==> src/rtl/div_seq.sv <==
// ---------------------------------------------------------------------------
// div_seq -- sequential restoring divider, one quotient bit per clock.
//
// Optional feature macro: SIGNED_DIV_EN
//   defined   : adds input 'sign'; sign=1 divides two's-complement operands
//   undefined : unsigned division only, no 'sign' port
//
// Ports
//   clk        in   clock, all state changes on the rising edge
//   rst_n      in   asynchronous active-low reset
//   start      in   request pulse, sampled only while idle
//   sign       in   (SIGNED_DIV_EN only) signed operation, captured with start
//   dataA      in   dividend, captured on an accepted start
//   dataB      in   divisor, captured on an accepted start
//   busy       out  high while computing and during the done cycle
//   done       out  one-cycle pulse, results valid
//   quotient   out  result quotient, held until the next done
//   remainder  out  result remainder, held until the next done
//   divZero    out  divisor was zero (set together with done)
//
// Timing: done rises WIDTH clocks after the accepting edge (a zero divisor
// skips the iteration phase and finishes on the accepting edge itself).
// ---------------------------------------------------------------------------
module div_seq #(
    parameter int WIDTH = 32
) (
    input  logic             clk,
    input  logic             rst_n,
    input  logic             start,
`ifdef SIGNED_DIV_EN
    input  logic             sign,
`endif
    input  logic [WIDTH-1:0] dataA,
    input  logic [WIDTH-1:0] dataB,
    output logic             busy,
    output logic             done,
    output logic [WIDTH-1:0] quotient,
    output logic [WIDTH-1:0] remainder,
    output logic             divZero
);

    localparam int CW = $clog2(WIDTH + 1);

    typedef enum logic [1:0] {S_IDLE, S_CALC, S_DONE} state_e;

    state_e           state_q, state_d;
    logic [CW-1:0]    cnt_q;
    logic [WIDTH-1:0] rem_q;      // partial remainder
    logic [WIDTH-1:0] dvd_q;      // dividend, shifted out MSB first; quotient bits shift in
    logic [WIDTH-1:0] dvs_q;      // divisor (magnitude)
    logic             neg_q_q;    // negate quotient at the end
    logic             neg_r_q;    // negate remainder at the end
    logic [WIDTH-1:0] quot_q, quot_d;
    logic [WIDTH-1:0] remo_q, remo_d;
    logic             dz_q, dz_d;

    logic             accept;
    logic             div_zero;
    logic             last_iter;
    logic [WIDTH-1:0] a_mag, b_mag;
    logic             a_neg, b_neg;

    assign accept    = (state_q == S_IDLE) && start;
    assign div_zero  = (dataB == '0);
    assign last_iter = (cnt_q == CW'(WIDTH - 1));

    // Operand conditioning: the core always divides magnitudes.
`ifdef SIGNED_DIV_EN
    assign a_neg = sign & dataA[WIDTH-1];
    assign b_neg = sign & dataB[WIDTH-1];
`else
    assign a_neg = 1'b0;
    assign b_neg = 1'b0;
`endif
    assign a_mag = a_neg ? (~dataA + 1'b1) : dataA;
    assign b_mag = b_neg ? (~dataB + 1'b1) : dataB;

    // One restoring step. The shifted remainder needs WIDTH+1 bits because
    // it can reach 2*divisor-1 before the trial subtraction.
    logic [WIDTH:0]   shifted, trial;
    logic             fits;
    logic [WIDTH-1:0] rem_nx, dvd_nx;

    always_comb begin
        shifted = {rem_q, dvd_q[WIDTH-1]};
        trial   = shifted - {1'b0, dvs_q};
        fits    = (shifted >= {1'b0, dvs_q});
        rem_nx  = fits ? trial[WIDTH-1:0] : shifted[WIDTH-1:0];
        dvd_nx  = {dvd_q[WIDTH-2:0], fits};
    end

    // ---------------- FSM: state register ----------------
    always_ff @(posedge clk or negedge rst_n) begin
        if (!rst_n) state_q <= S_IDLE;
        else        state_q <= state_d;
    end

    // ---------------- FSM: next state ----------------
    always_comb begin
        state_d = state_q;
        case (state_q)
            S_IDLE: if (start) state_d = div_zero ? S_DONE : S_CALC;
            S_CALC: if (last_iter) state_d = S_DONE;
            S_DONE: state_d = S_IDLE;
            default: state_d = S_IDLE;
        endcase
    end

    // ---------------- FSM: outputs ----------------
    always_comb begin
        busy = (state_q != S_IDLE);
        done = (state_q == S_DONE);
    end

    // ---------------- iteration datapath ----------------
    always_ff @(posedge clk or negedge rst_n) begin
        if (!rst_n) begin
            cnt_q   <= '0;
            rem_q   <= '0;
            dvd_q   <= '0;
            dvs_q   <= '0;
            neg_q_q <= 1'b0;
            neg_r_q <= 1'b0;
        end else if (accept) begin
            cnt_q   <= '0;
            rem_q   <= '0;
            dvd_q   <= a_mag;
            dvs_q   <= b_mag;
            neg_q_q <= a_neg ^ b_neg;
            neg_r_q <= a_neg;
        end else if (state_q == S_CALC) begin
            cnt_q   <= cnt_q + CW'(1);
            rem_q   <= rem_nx;
            dvd_q   <= dvd_nx;
        end
    end

    // Result load happens only on the edge that enters DONE. The sign
    // fix-up is applied here so signed mode costs no extra cycle.
    always_comb begin
        quot_d = quot_q;
        remo_d = remo_q;
        dz_d   = dz_q;
        if (accept && div_zero) begin
            quot_d = '1;
            remo_d = dataA;
            dz_d   = 1'b1;
        end else if (state_q == S_CALC && last_iter) begin
            quot_d = neg_q_q ? (~dvd_nx + 1'b1) : dvd_nx;
            remo_d = neg_r_q ? (~rem_nx + 1'b1) : rem_nx;
            dz_d   = 1'b0;
        end
    end

    always_ff @(posedge clk or negedge rst_n) begin
        if (!rst_n) begin
            quot_q <= '0;
            remo_q <= '0;
            dz_q   <= 1'b0;
        end else begin
            quot_q <= quot_d;
            remo_q <= remo_d;
            dz_q   <= dz_d;
        end
    end

    assign quotient  = quot_q;
    assign remainder = remo_q;
    assign divZero   = dz_q;

endmodule
==> config.mk <==
export PLATFORM = sky130hd
export DESIGN_NAME = div_seq
export DESIGN_NICKNAME = d
export VERILOG_FILES = /design/src/rtl/div_seq.sv
export SDC_FILE = /design/constraint.sdc
export NUM_CORES = 1
export LEC_CHECK = 0
export ABC_AREA = 1
export CORE_ASPECT_RATIO = 1.5
export CORE_MARGIN = 3
export CORE_UTILIZATION = 45
export DETAILED_ROUTE_END_ITERATION = 8
export PLACE_DENSITY_LB_ADDON = 0.15
export SYNTH_ARGS = -nofsm -noshare
export SYNTH_HDL_FRONTEND = slang
export SYNTH_SLANG_ARGS = --single-unit
==> constraint.sdc <==
create_clock -name clk -period 3.35 [get_ports clk]
set_input_delay 0.5025 -clock clk [delete_from_list [all_inputs] [get_ports clk]]
set_output_delay 0.5025 -clock clk [all_outputs]
set_load 0.1 [all_outputs]
Word level (Yosys, flattened, before mapping)
Index checks and enable logic that the tools add are counted.
- register bits: 169
- input bits: 67
- output and inout bits: 67
- logic and storage cells: 42
- add/sub/neg operators: 2
- $lt $le $gt $ge: 1
- eq/ne operators: 5
- muxes and demuxes: 17
- reductions and logical operators: 9
- operator list (operator ; number):
    $mux 32 ; 9
    $ge 33x32->1 ; 1
    $logic_not 32->1 ; 1
    $sub 32x32->32 ; 1
    $mux 6 ; 2
    $add 6x1->6 const B ; 1
    $eq 6x5->1 const B ; 1
    $mux 2 ; 3
    $reduce_bool 2->1 ; 3
    $ne 2x2->1 const B ; 2
    $pmux 2 s2 ; 1
    $logic_and 1x1->1 ; 3
    $eq 2x1->1 const B ; 1
    $eq 2x2->1 const B ; 1
    $logic_not 2->1 ; 1
    $mux 1 ; 2
    $reduce_and 2->1 ; 1

Longest topological paths before layout
Gate-level depths: netlist of run 1.
- depth in word-level cells: 4
- mapped depth: 18
- gate-level depth less buffers: 17

Least setup slack after synthesis of run 1
Ideal clock, no wire load.
- path type: register to output
- start point: register state_q[0]
- end point: output done
- data arrival time: 1.670 ns
- data required time: 2.847 ns
- path slack: 1.178 ns
- stages on the path, launching flop included: 2
- buffers on the path: 0
- cells stage by stage: dfrtp_1 -> nor2_1
- longest elaborated chain between the ends: 1
- RTL lines (what ; RTL line ; source):
    start, declared ; 46 ; state_e state_q, state_d;
    start signal, assigned ; 95 ; else state_q <= state_d;
    $eq 2x2->1 ; 112 ; done = (state_q == S_DONE);
    end, declared ; 36 ; output logic done,
No other way between the ends.

Worst setup path after layout of run 1
- start point: register dvd_q[31]
- end point: register remo_q[16] (netlist: remainder[16])
- longest elaborated chain between the ends: 4
- elaborated cells between the ends (all ways): 5
- those cells by class: 1 x add/sub; 1 x order compare; 3 x mux
- RTL lines (what ; RTL line ; source):
    start, declared ; 49 ; logic [WIDTH-1:0] dvd_q;
    start signal, assigned ; 127 ; dvd_q <= a_mag;
    start signal, assigned ; 134 ; dvd_q <= dvd_nx;
    $sub 32x32->32 / $ge 33x32->1 (equally long branches) ; 86, 87 ;
    $mux 32 (*) ; 88 ; rem_nx = fits ? trial[WIDTH-1:0] : shifted[WIDTH-1:0];
    $mux 32 (*) ; 148 ; end else if (state_q == S_CALC && last_iter) begin
    $mux 32 (*) ; 144 ; if (accept && div_zero) begin
    end signal, assigned ; 162 ; remo_q <= remo_d;
    end, declared ; 54 ; logic [WIDTH-1:0] remo_q, remo_d;
Every way passes the cells marked *; elsewhere a longest branch is shown, timed or not. The select of a mux whose other input is x is not followed.
A chain may end at the register's enable or synchronous reset.

==> results of run 1 <==
-- worst max-delay path: stages, from the launching register on --
cell and delay, ns:
dfrtp_1 0.36, inv_1 0.14, ha_1 0.16, inv_1 0.08, fa_1 0.45, nand3_1 0.11, nand3_1 0.16, nand2_1 0.10
nand3_1 0.21, nand2_1 0.12, nand2_1 0.06, or2_2 0.27, nand3_1 0.12, nand2_1 0.09, nand2_1 0.07, nand2_1 0.05
-- cell usage after synthesis (3+ instances only) --
master    instances
nand2_1         521
inv_2            11
a21oi_1          51
buf_1             8
o21ai_0          41
o221ai_1         30
clkbuf_1         31
nand4_1          10
and2_1            7
nor2_1           73
ha_1             33
nand3_1         137
nor3_1            4
xor2_1           11
xnor2_1           3
nor2_2            8
buf_2            10
nor4_1            7
dfrtp_1         169
nand3b_1          5
nand2_2          16
inv_1           227
-- layout by cell type, fill, tap and decap left out, drive strengths merged, types with 3 or more instances in the layout --
cell	count
ha	33
nand3	138
clkinvlp	4
nand4	10
inv	242
bufinv	4
buf	21
dfrtp	169
xnor2	3
xor2	11
nor2	83
clkbuf	19
nor3	5
a21oi	51
nand2	539
nor4	7
nand3b	5
o221ai	30
o21ai	41
and2	7
clkdlybuf4s50	130
-- final cells by class --
type | instances | area (um2)
fillers | 2148 | 9510
multi-input cells | 975 | 4700
flip-flops and latches | 169 | 4230
repair buffers | 151 | 1490
inverters | 239 | 897
clock buffers | 19 | 443
well taps | 272 | 340
clock inverters | 12 | 190
-- state kept, by name (all words and copies together) (netlist names) --
name and cells:
dvd_q 32, dvs_q 32, quotient 32, rem_q 32, remainder 32, cnt_q 6
state_q 2, divZero 1
-- kinds of logic (layout without fill, tap and decap cells) --
family          after synthesis  in the layout
fa+ha+maj                    34             34
compound gates              129            129
mux                           1              1
simple gates                797            797
flops                       169            169
xor+xnor                     14             14
buf+inv                     290            421
-- per-layer routing --
layer  part of all wire  wire, um  vias to the layer above  track usage
li1                   -         -                     4723            -
met5                  0         0                        -            0
met4              0.037      1050                        0       0.0944
met2               0.49     13900                      230        0.415
met3              0.036      1010                       60       0.0333
met1               0.44     12400                     4246        0.308
-- final timing paths --
path                                                  end  slack (ns)  cells past startpoint
worst max-delay path            remainder[16]$_DFFE_PN0P_        0.68                     15
worst min-delay path             quotient[23]$_DFFE_PN0P_        0.09                      1
worst max register to register  remainder[16]$_DFFE_PN0P_        0.68                     15
worst min register to register      dvs_q[16]$_DFFE_PN0P_        0.48                      2
max in group asynchronous        remainder[4]$_DFFE_PN0P_        2.32                      2
min in group clk                    dvs_q[16]$_DFFE_PN0P_        0.48                      2
-- per-stage QoR --
step                      setup slack [ns]  instances  instance area, um2  hold WS, ns  utilization
after detailed placement             0.598       1806               11700        0.473        0.535
final                                0.679       1837               12300       0.0927        0.564
after floorplan                       1.18       1434               10000        0.207            -
after CTS                            0.705       1837               12300        0.140        0.564
after global routing                 0.445       1837               12300        0.168        0.564
after global placement               0.617       1806               11700        0.467        0.535
==> flow_metrics.env, run 1 <==
export IMPL_grt_pass1_wl_mm=46.4
export IMPL_gr_total_overflow=0
export IMPL_grt_pass1_vias=9114
export IMPL_drc_errors=0
export IMPL_grt_usage=0.242
export IMPL_rr_startpoint="dvd_q[31]$_DFFE_PN0P_"
export IMPL_final_hold_viol_count=0
export IMPL_synthTopCellsByArea="dfrtp_1, nand2_1, inv_1, nand3_1, ha_1"
export IMPL_yosys_area_top_type="dfrtp_1"
export IMPL_ant_nets=0
export IMPL_synth_flop_cell="dfrtp_1"
export IMPL_postSynthAreaPerCell_um2=7.01
export IMPL_arrival_ns=3.00
export IMPL_hold_path_class="in2async"
export IMPL_synth_compound_area_frac=0.0775
export IMPL_n_antenna_cell=0
export IMPL_postCtsSetupRepairBufs=0
export IMPL_layout_drive_gt1_share=0.0613
export IMPL_vias_per_cell=5.04
export IMPL_yosys_area_share_simple=0.334
export IMPL_rsz0062_at_grt="no"
export IMPL_critPathKind="reg2reg"
export IMPL_root_buffer="clkbuf_16"
export IMPL_fin_crit_ns=2.67
export IMPL_worst_pin_slew_ns=1.01
export IMPL_die_h_um=189
export IMPL_synth_top_family_by_area="simple AND/OR/NAND/NOR gates"
export IMPL_relSlewSlack=0.324
export IMPL_fmax_mhz=374
export IMPL_cts_num_sinks=169
export IMPL_synthMuxAreaShare=0.00112
export IMPL_ctsLongestPathBuffers=2
export IMPL_synthXorXnorAreaFrac=0.0122
export IMPL_io_pins=134
export IMPL_synth_cell_types=37
export IMPL_antenna_found_initial=0
export IMPL_setup_viol=0
export IMPL_startpoint="dvd_q[31]$_DFFE_PN0P_"
export IMPL_clock_latency_ns=0.44
export IMPL_initial_core_util=0.461
export IMPL_fp_dieW_um=128
export IMPL_area_delta_synth_final_pct=22.3
export IMPL_ys_seq_elements=169
export IMPL_core_area_mm2=0.0218
export IMPL_ys_async_sr_fraction=1.00
export IMPL_postCtsHoldBufs=0
export IMPL_synth_adder_area_share=0.0431
export IMPL_wl_per_cell_um=15.4
export IMPL_end_kind="flip-flop"
export IMPL_worstSetupStartpointType="flip-flop"
export IMPL_nets=1654
export IMPL_synth_edf_count=0
export IMPL_seq_area_frac_synth=0.421
export IMPL_clkTransAtPathRegs_ns=0.07
export IMPL_clock_skew_ns=0.00928
export IMPL_syn_area_mm2=0.0100
export IMPL_status="finished clean"
export IMPL_maxCapViolCount=0
export IMPL_h_tree_depth=4
export IMPL_cts_inserted_buffers=17
export IMPL_rows=66
export IMPL_cts_tree="done"
export IMPL_syn_nets=1535
export IMPL_grt_max_degree=83
export IMPL_worstPathMaxFanout=4
export IMPL_fin_tns_setup_ns=0
export IMPL_wirelength_mm=28.3
export IMPL_cts_resized_gates=0
export IMPL_portBuffers=133
export IMPL_slew_viol_final=0
export IMPL_num_vias=9259
export IMPL_crit_required_ns=3.68
export IMPL_yosysWarnings=0
export IMPL_routabilityCongestion=0.999
export IMPL_hpwl_mm=21.8
export IMPL_drt_iter0_drc=600
export IMPL_yosys_area_top_type_share=0.421
export IMPL_dr_pass1_iters=5
export IMPL_die_area_mm2=0.0242
export IMPL_fin_crit_sh=0.797
export IMPL_synthCells=1434
Power of run 1 is not shown: default switching activity piles up to over one toggle a cycle in this logic, so the estimate is an artifact.
==> inputs of run 2 (changes only) <==
- clock period: 3.35 -> 2.3 ns (I/O delays scaled with it)
==> run 2 against run 1 <==
Effect of this change: worst hold slack better by 0.27 ns; clock skew is 0.0019 ns higher; final area is 7.3% higher; first-iteration DRC count is 3.8% higher; sequential share of layout area is 2.3 points lower.
==> flow_metrics.env, run 2 (synthesis results as in run 1) <==
export IMPL_status="finished clean"
export IMPL_final_common_cell="nand2_1"
export IMPL_core_area_mm2=0.0218
export IMPL_r2r_end="remainder[22]$_DFFE_PN0P_"
export IMPL_ant_nets=0
export IMPL_multi_input_area_mm2=0.00522
export IMPL_num_vias=9572
export IMPL_rows=66
export IMPL_n_antenna_cell=0
export IMPL_slowest_delay_ns=0.46
export IMPL_cts_num_sinks=169
export IMPL_final_hold_viol_count=0
export IMPL_relSlewSlack=0.711
export IMPL_rr_worst_depth=13
export IMPL_placed_cell_area_mm2=0.0121
export IMPL_instances_no_fill=1905
export IMPL_final_cell_mix="nand2_1, inv_1, dfrtp_1"
export IMPL_vias_per_cell=5.02
export IMPL_io_pins=134
export IMPL_worst_pin_slew_ns=0.433
export IMPL_die_h_um=189
export IMPL_fp_dieW_um=128
export IMPL_postCtsSetupRepairBufs=0
export IMPL_portBuffers=133
export IMPL_fin_crit_sh=0.966
export IMPL_ctsLongestPathBuffers=2
export IMPL_nets=1722
export IMPL_maxCapViolCount=0
export IMPL_end_kind="flip-flop"
export IMPL_root_buffer="clkbuf_16"
export IMPL_worstPathMaxFanout=4
export IMPL_slew_viol_final=0
export IMPL_initial_core_util=0.461
export IMPL_setup_viol=0
export IMPL_clkTransAtPathRegs_ns=0.07
export IMPL_fmax_mhz=450
export IMPL_critPathKind="reg2reg"
export IMPL_nFillCells=2042
export IMPL_grt_pass1_wl_mm=47.1
export IMPL_antenna_found_initial=0
export IMPL_gr_total_overflow=0
export IMPL_r2r_slack_ns=0.08
export IMPL_layout_drive_gt1_share=0.190
export IMPL_crit_path_frequent_cell="nand2_1"
export IMPL_wirelength_mm=29.7
export IMPL_place_inst=1873
export IMPL_hpwl_mm=22.6
export IMPL_grt_max_degree=65
export IMPL_drc_errors=0
export IMPL_critPathSlowestCell="dfrtp_1"
export IMPL_worstSetupStartpointType="flip-flop"
export IMPL_finalInstanceArea_mm2=0.0132
export IMPL_arrival_ns=2.55
export IMPL_area_delta_synth_final_pct=31.3
export IMPL_routabilityCongestion=0.917
export IMPL_h_tree_depth=4
export IMPL_wl_per_cell_um=15.6
export IMPL_post_route_util=0.605
export IMPL_seq_area_mm2=0.00424
export IMPL_dr_pass1_iters=5
export IMPL_drt_iter0_drc=623
export IMPL_hold_path_class="in2async"
export IMPL_clock_skew_ns=0.0112
export IMPL_grt_pass1_vias=9224
export IMPL_whs_ns=0.362
export IMPL_die_area_mm2=0.0242
export IMPL_rsz0062_at_grt="yes"
export IMPL_cts_tree="done"
export IMPL_grt_usage=0.246
export IMPL_clock_latency_ns=0.44
export IMPL_cp_cell_sequence="ha_4 > nand2_1 > buf_4 > nor2_1 > nand2_1 > inv_1 > nand3_1 > nand3_1 > nand2_1 > nand3_1 > nand2_1 > nand2_1 > nand2_1"
export IMPL_fin_crit_ns=2.22
export IMPL_cts_inserted_buffers=17
export IMPL_rr_startpoint="rem_q[18]$_DFFE_PN0P_"
export IMPL_crit_required_ns=2.63
==> run 2: cell types whose count changed in the layout (fill, tap and decap cells not counted), moves of 6 or more <==
cell             delta
nand2_1            -18
dfrtp_1            -10
clkdlybuf4s50_1    -65
nand3_2             +7
buf_4             +123
ha_4               +29
buf_12              +7
nor2_1             -10
nand3_1             -7
dfrtp_2            +10
nand2_2            +17
ha_1               -29
nor2_2              +6
==> run 2: through the flow <==
stage	TNS, ns	setup slack, ns
after detailed placement	-9.28	-0.191
final	0	0.0778
after global placement	-8.15	-0.170
after floorplan	0	0.136
after CTS	0	0.0103
after global routing	-0.366	-0.0497
==> run 2: worst max-delay path by stage <==
| stage | start | endpoint | slack (ns) | depth (start not counted) |
|---|---|---|---|---|
| 4_1_cts | dvs_q[3]$_DFFE_PN0P_ | remainder[27]$_DFFE_PN0P_ | 0.01 | 13 |
| 3_3_place_gp | dataB[7] | remainder[25]$_DFFE_PN0P_ | -0.17 | 11 |
| 6_report | rem_q[18]$_DFFE_PN0P_ | remainder[22]$_DFFE_PN0P_ | 0.08 | 13 |
| 5_1_grt | dvs_q[31]$_DFFE_PN0P_ | remainder[22]$_DFFE_PN0P_ | -0.05 | 14 |
| 2_1_floorplan | dvd_q[31]$_DFFE_PN0P_ | rem_q[16]$_DFFE_PN0P_ | 0.14 | 15 |
| 3_5_place_dp | dataB[7] | quotient[30]$_DFFE_PN0P_ | -0.19 | 10 |
==> run 2: timing repair <==
| action | 4_1_cts | 5_1_grt |
|---|---|---|
| hold endpoints to repair | 32 | 0 |
| pin swaps | 0 | 10 |
| resized for setup | 1 | 97 |
| hold buffers | 1 | 0 |
| setup endpoints to repair | 4 | 65 |
==> run 2: critical path, delay by kind of cell (launching register included) <==
family	cells	cell delay [ns]
simple gates	10	1.08
buf+inv	2	0.25
flops	1	0.46
fa+ha+maj	1	0.33
==> run 2: layer usage <==
metal / routed length [um] / global-route usage / part of all wire / vias up
met1: 12500 / 0.309 / 0.42 / 4427
met3: 1230 / 0.0350 / 0.041 / 51
met5: 0 / 0 / 0 / -
met4: 902 / 0.0842 / 0.030 / 0
met2: 15000 / 0.429 / 0.51 / 243
li1: - / - / - / 4851
==> run 2: final cells by class <==
type,count,area share
multi-input combinational,975,0.396
sequential,169,0.322
timing repair buffer,219,0.147
inverter,239,0.0680
clock buffer,18,0.0333
tap,272,0.0258
clock inverter,13,0.00930
Power of run 2 is left out for the same reason.
==> inputs of run 3 (changes only) <==
- CORE_ASPECT_RATIO: 1.5 -> 1.2
- CORE_UTILIZATION: 45 -> 37
- clock period: 2.3 -> 2.1 ns (I/O delays scaled with it)
==> run 3 against run 2 <==
Effect of this change: the run now ends with negative setup slack left; global-route usage down 2.9 points; critical path depth grew 4; first-iteration DRC count down 18%; critical endpoint is now rem_q[23]$_DFFE_PN0P_; largest cell class unchanged.
==> flow_metrics.env, run 3 (synthesis results as in run 1) <==
export IMPL_final_common_cell="nand2_1"
export IMPL_rr_startpoint="rem_q[3]$_DFFE_PN0P_"
export IMPL_clock_latency_ns=0.44
export IMPL_arrival_ns=2.49
export IMPL_cts_num_sinks=169
export IMPL_die_h_um=187
export IMPL_fp_dieW_um=156
export IMPL_ctsLongestPathBuffers=2
export IMPL_h_tree_depth=4
export IMPL_cts_tree="done"
export IMPL_die_area_mm2=0.0292
export IMPL_status="finished, violations left"
export IMPL_fin_crit_sh=1.03
export IMPL_io_pins=134
export IMPL_drt_iter0_drc=513
export IMPL_rsz0062_at_grt="yes"
export IMPL_setup_viol=35
export IMPL_core_area_mm2=0.0265
export IMPL_portBuffers=133
export IMPL_drc_errors=0
export IMPL_hpwl_mm=23.7
export IMPL_wl_per_cell_um=15.3
export IMPL_antenna_found_initial=0
export IMPL_startpoint="rem_q[3]$_DFFE_PN0P_"
export IMPL_wirelength_mm=32.0
export IMPL_initial_core_util=0.379
export IMPL_num_vias=9953
export IMPL_layout_drive_gt1_share=0.324
export IMPL_grt_pass1_vias=9572
export IMPL_worst_pin_slew_ns=0.444
export IMPL_grt_usage=0.217
export IMPL_fin_tns_setup_ns=-0.594
export IMPL_clock_skew_ns=0.00986
export IMPL_rows=65
export IMPL_ant_nets=0
export IMPL_grt_max_degree=65
export IMPL_nets=1849
export IMPL_area_delta_synth_final_pct=49.2
export IMPL_dp_slack_ns=-0.339
export IMPL_post_route_util=0.565
export IMPL_slew_viol_final=0
export IMPL_final_cell_mix="nand2_1, buf_4, inv_1"
export IMPL_whs_ns=0.364
export IMPL_critPathKind="reg2reg"
export IMPL_n_antenna_cell=0
export IMPL_vias_per_cell=4.75
export IMPL_worstSetupStartpointType="flip-flop"
export IMPL_fmax_mhz=462
export IMPL_violations="negative setup slack"
export IMPL_hold_path_class="in2async"
export IMPL_crit_required_ns=2.43
export IMPL_cts_inserted_buffers=17
export IMPL_maxCapViolCount=0
export IMPL_clkTransAtPathRegs_ns=0.07
export IMPL_final_hold_viol_count=0
export IMPL_nFillCells=2535
export IMPL_gr_total_overflow=0
export IMPL_end_kind="flip-flop"
export IMPL_relSlewSlack=0.704
export IMPL_worstPathMaxFanout=9
export IMPL_root_buffer="clkbuf_16"
export IMPL_routabilityCongestion=0.914
export IMPL_fin_ws_ns=-0.0659
export IMPL_dr_pass1_iters=4
export IMPL_fin_crit_ns=2.17
export IMPL_grt_pass1_wl_mm=50.8
[run 3: changes by cell type in the layout (fill, tap and decap cells not counted), moves of 17 or more]
cell	previous run	this run
inv_1	225	208
nand2_2	33	94
nand2_1	503	432
buf_4	141	256
nand3_1	130	105
nand3_2	8	27
[run 3: through the flow]
| step | instances | area [um2] |
|---|---|---|
| final | 2096 | 15000 |
| after global routing | 2096 | 15000 |
| after CTS | 2077 | 14200 |
| after detailed placement | 2038 | 13000 |
| after global placement | 2038 | 13000 |
| after floorplan | 1434 | 10100 |
[run 3: layout make-up]
type / count / area, um2 / area share
multi-input cells: 975 / 5780 / 0.386
flip-flops and latches: 169 / 4250 / 0.283
repair buffers: 346 / 3040 / 0.203
inverters: 239 / 905 / 0.0603
clock buffers: 21 / 460 / 0.0307
well taps: 335 / 419 / 0.0280
clock inverters: 11 / 136 / 0.00910
[run 3: final timing paths]
path                                         endpoint  slack (ns)  cells past startpoint
worst max-delay path            rem_q[23]$_DFFE_PN0P_       -0.07                     17
worst min-delay path             dvs_q[8]$_DFFE_PN0P_        0.36                      2
worst max register to register  rem_q[23]$_DFFE_PN0P_       -0.07                     17
worst min register to register  dvs_q[16]$_DFFE_PN0P_        0.49                      2
max in group asynchronous       dvd_q[29]$_DFFE_PN0P_        1.09                      3
min in group clk                dvs_q[16]$_DFFE_PN0P_        0.45                      3
[run 3: worst max-delay path: stages (launching register included)]
cell,delay [ns]
dfrtp_2,0.44
ha_4,0.32
nand2_1,0.08
nand2_2,0.11
inv_2,0.05
nand2_1,0.06
nand2_1,0.06
nand3_2,0.07
nand2_2,0.07
nand2_2,0.10
nand2_4,0.08
nand2_8,0.13
inv_8,0.07
buf_12,0.15
nand2_1,0.07
nand2_2,0.07
nand2_1,0.07
nand2_1,0.06
[run 3: per-layer routing]
| layer | wire length, um | global-route usage | up-vias | part of all wire |
|---|---|---|---|---|
| met5 | 0 | 0 | - | 0 |
| met4 | 521 | 0.0549 | 0 | 0.016 |
| met3 | 1290 | 0.0325 | 34 | 0.040 |
| met2 | 15200 | 0.349 | 223 | 0.47 |
| met1 | 15000 | 0.306 | 4591 | 0.47 |
| li1 | - | - | 5105 | - |
[run 3: repair_timing]
item | in CTS | in global routing
hold buffers | 1 | 0
setup endpoints to repair | 66 | 66
hold endpoints to repair | 37 | 0
buffers inserted | 5 | 16
cloned | 1 | 3
pin swaps | 17 | 24
resized for setup | 103 | 159
Power of run 3 is left out for the same reason.
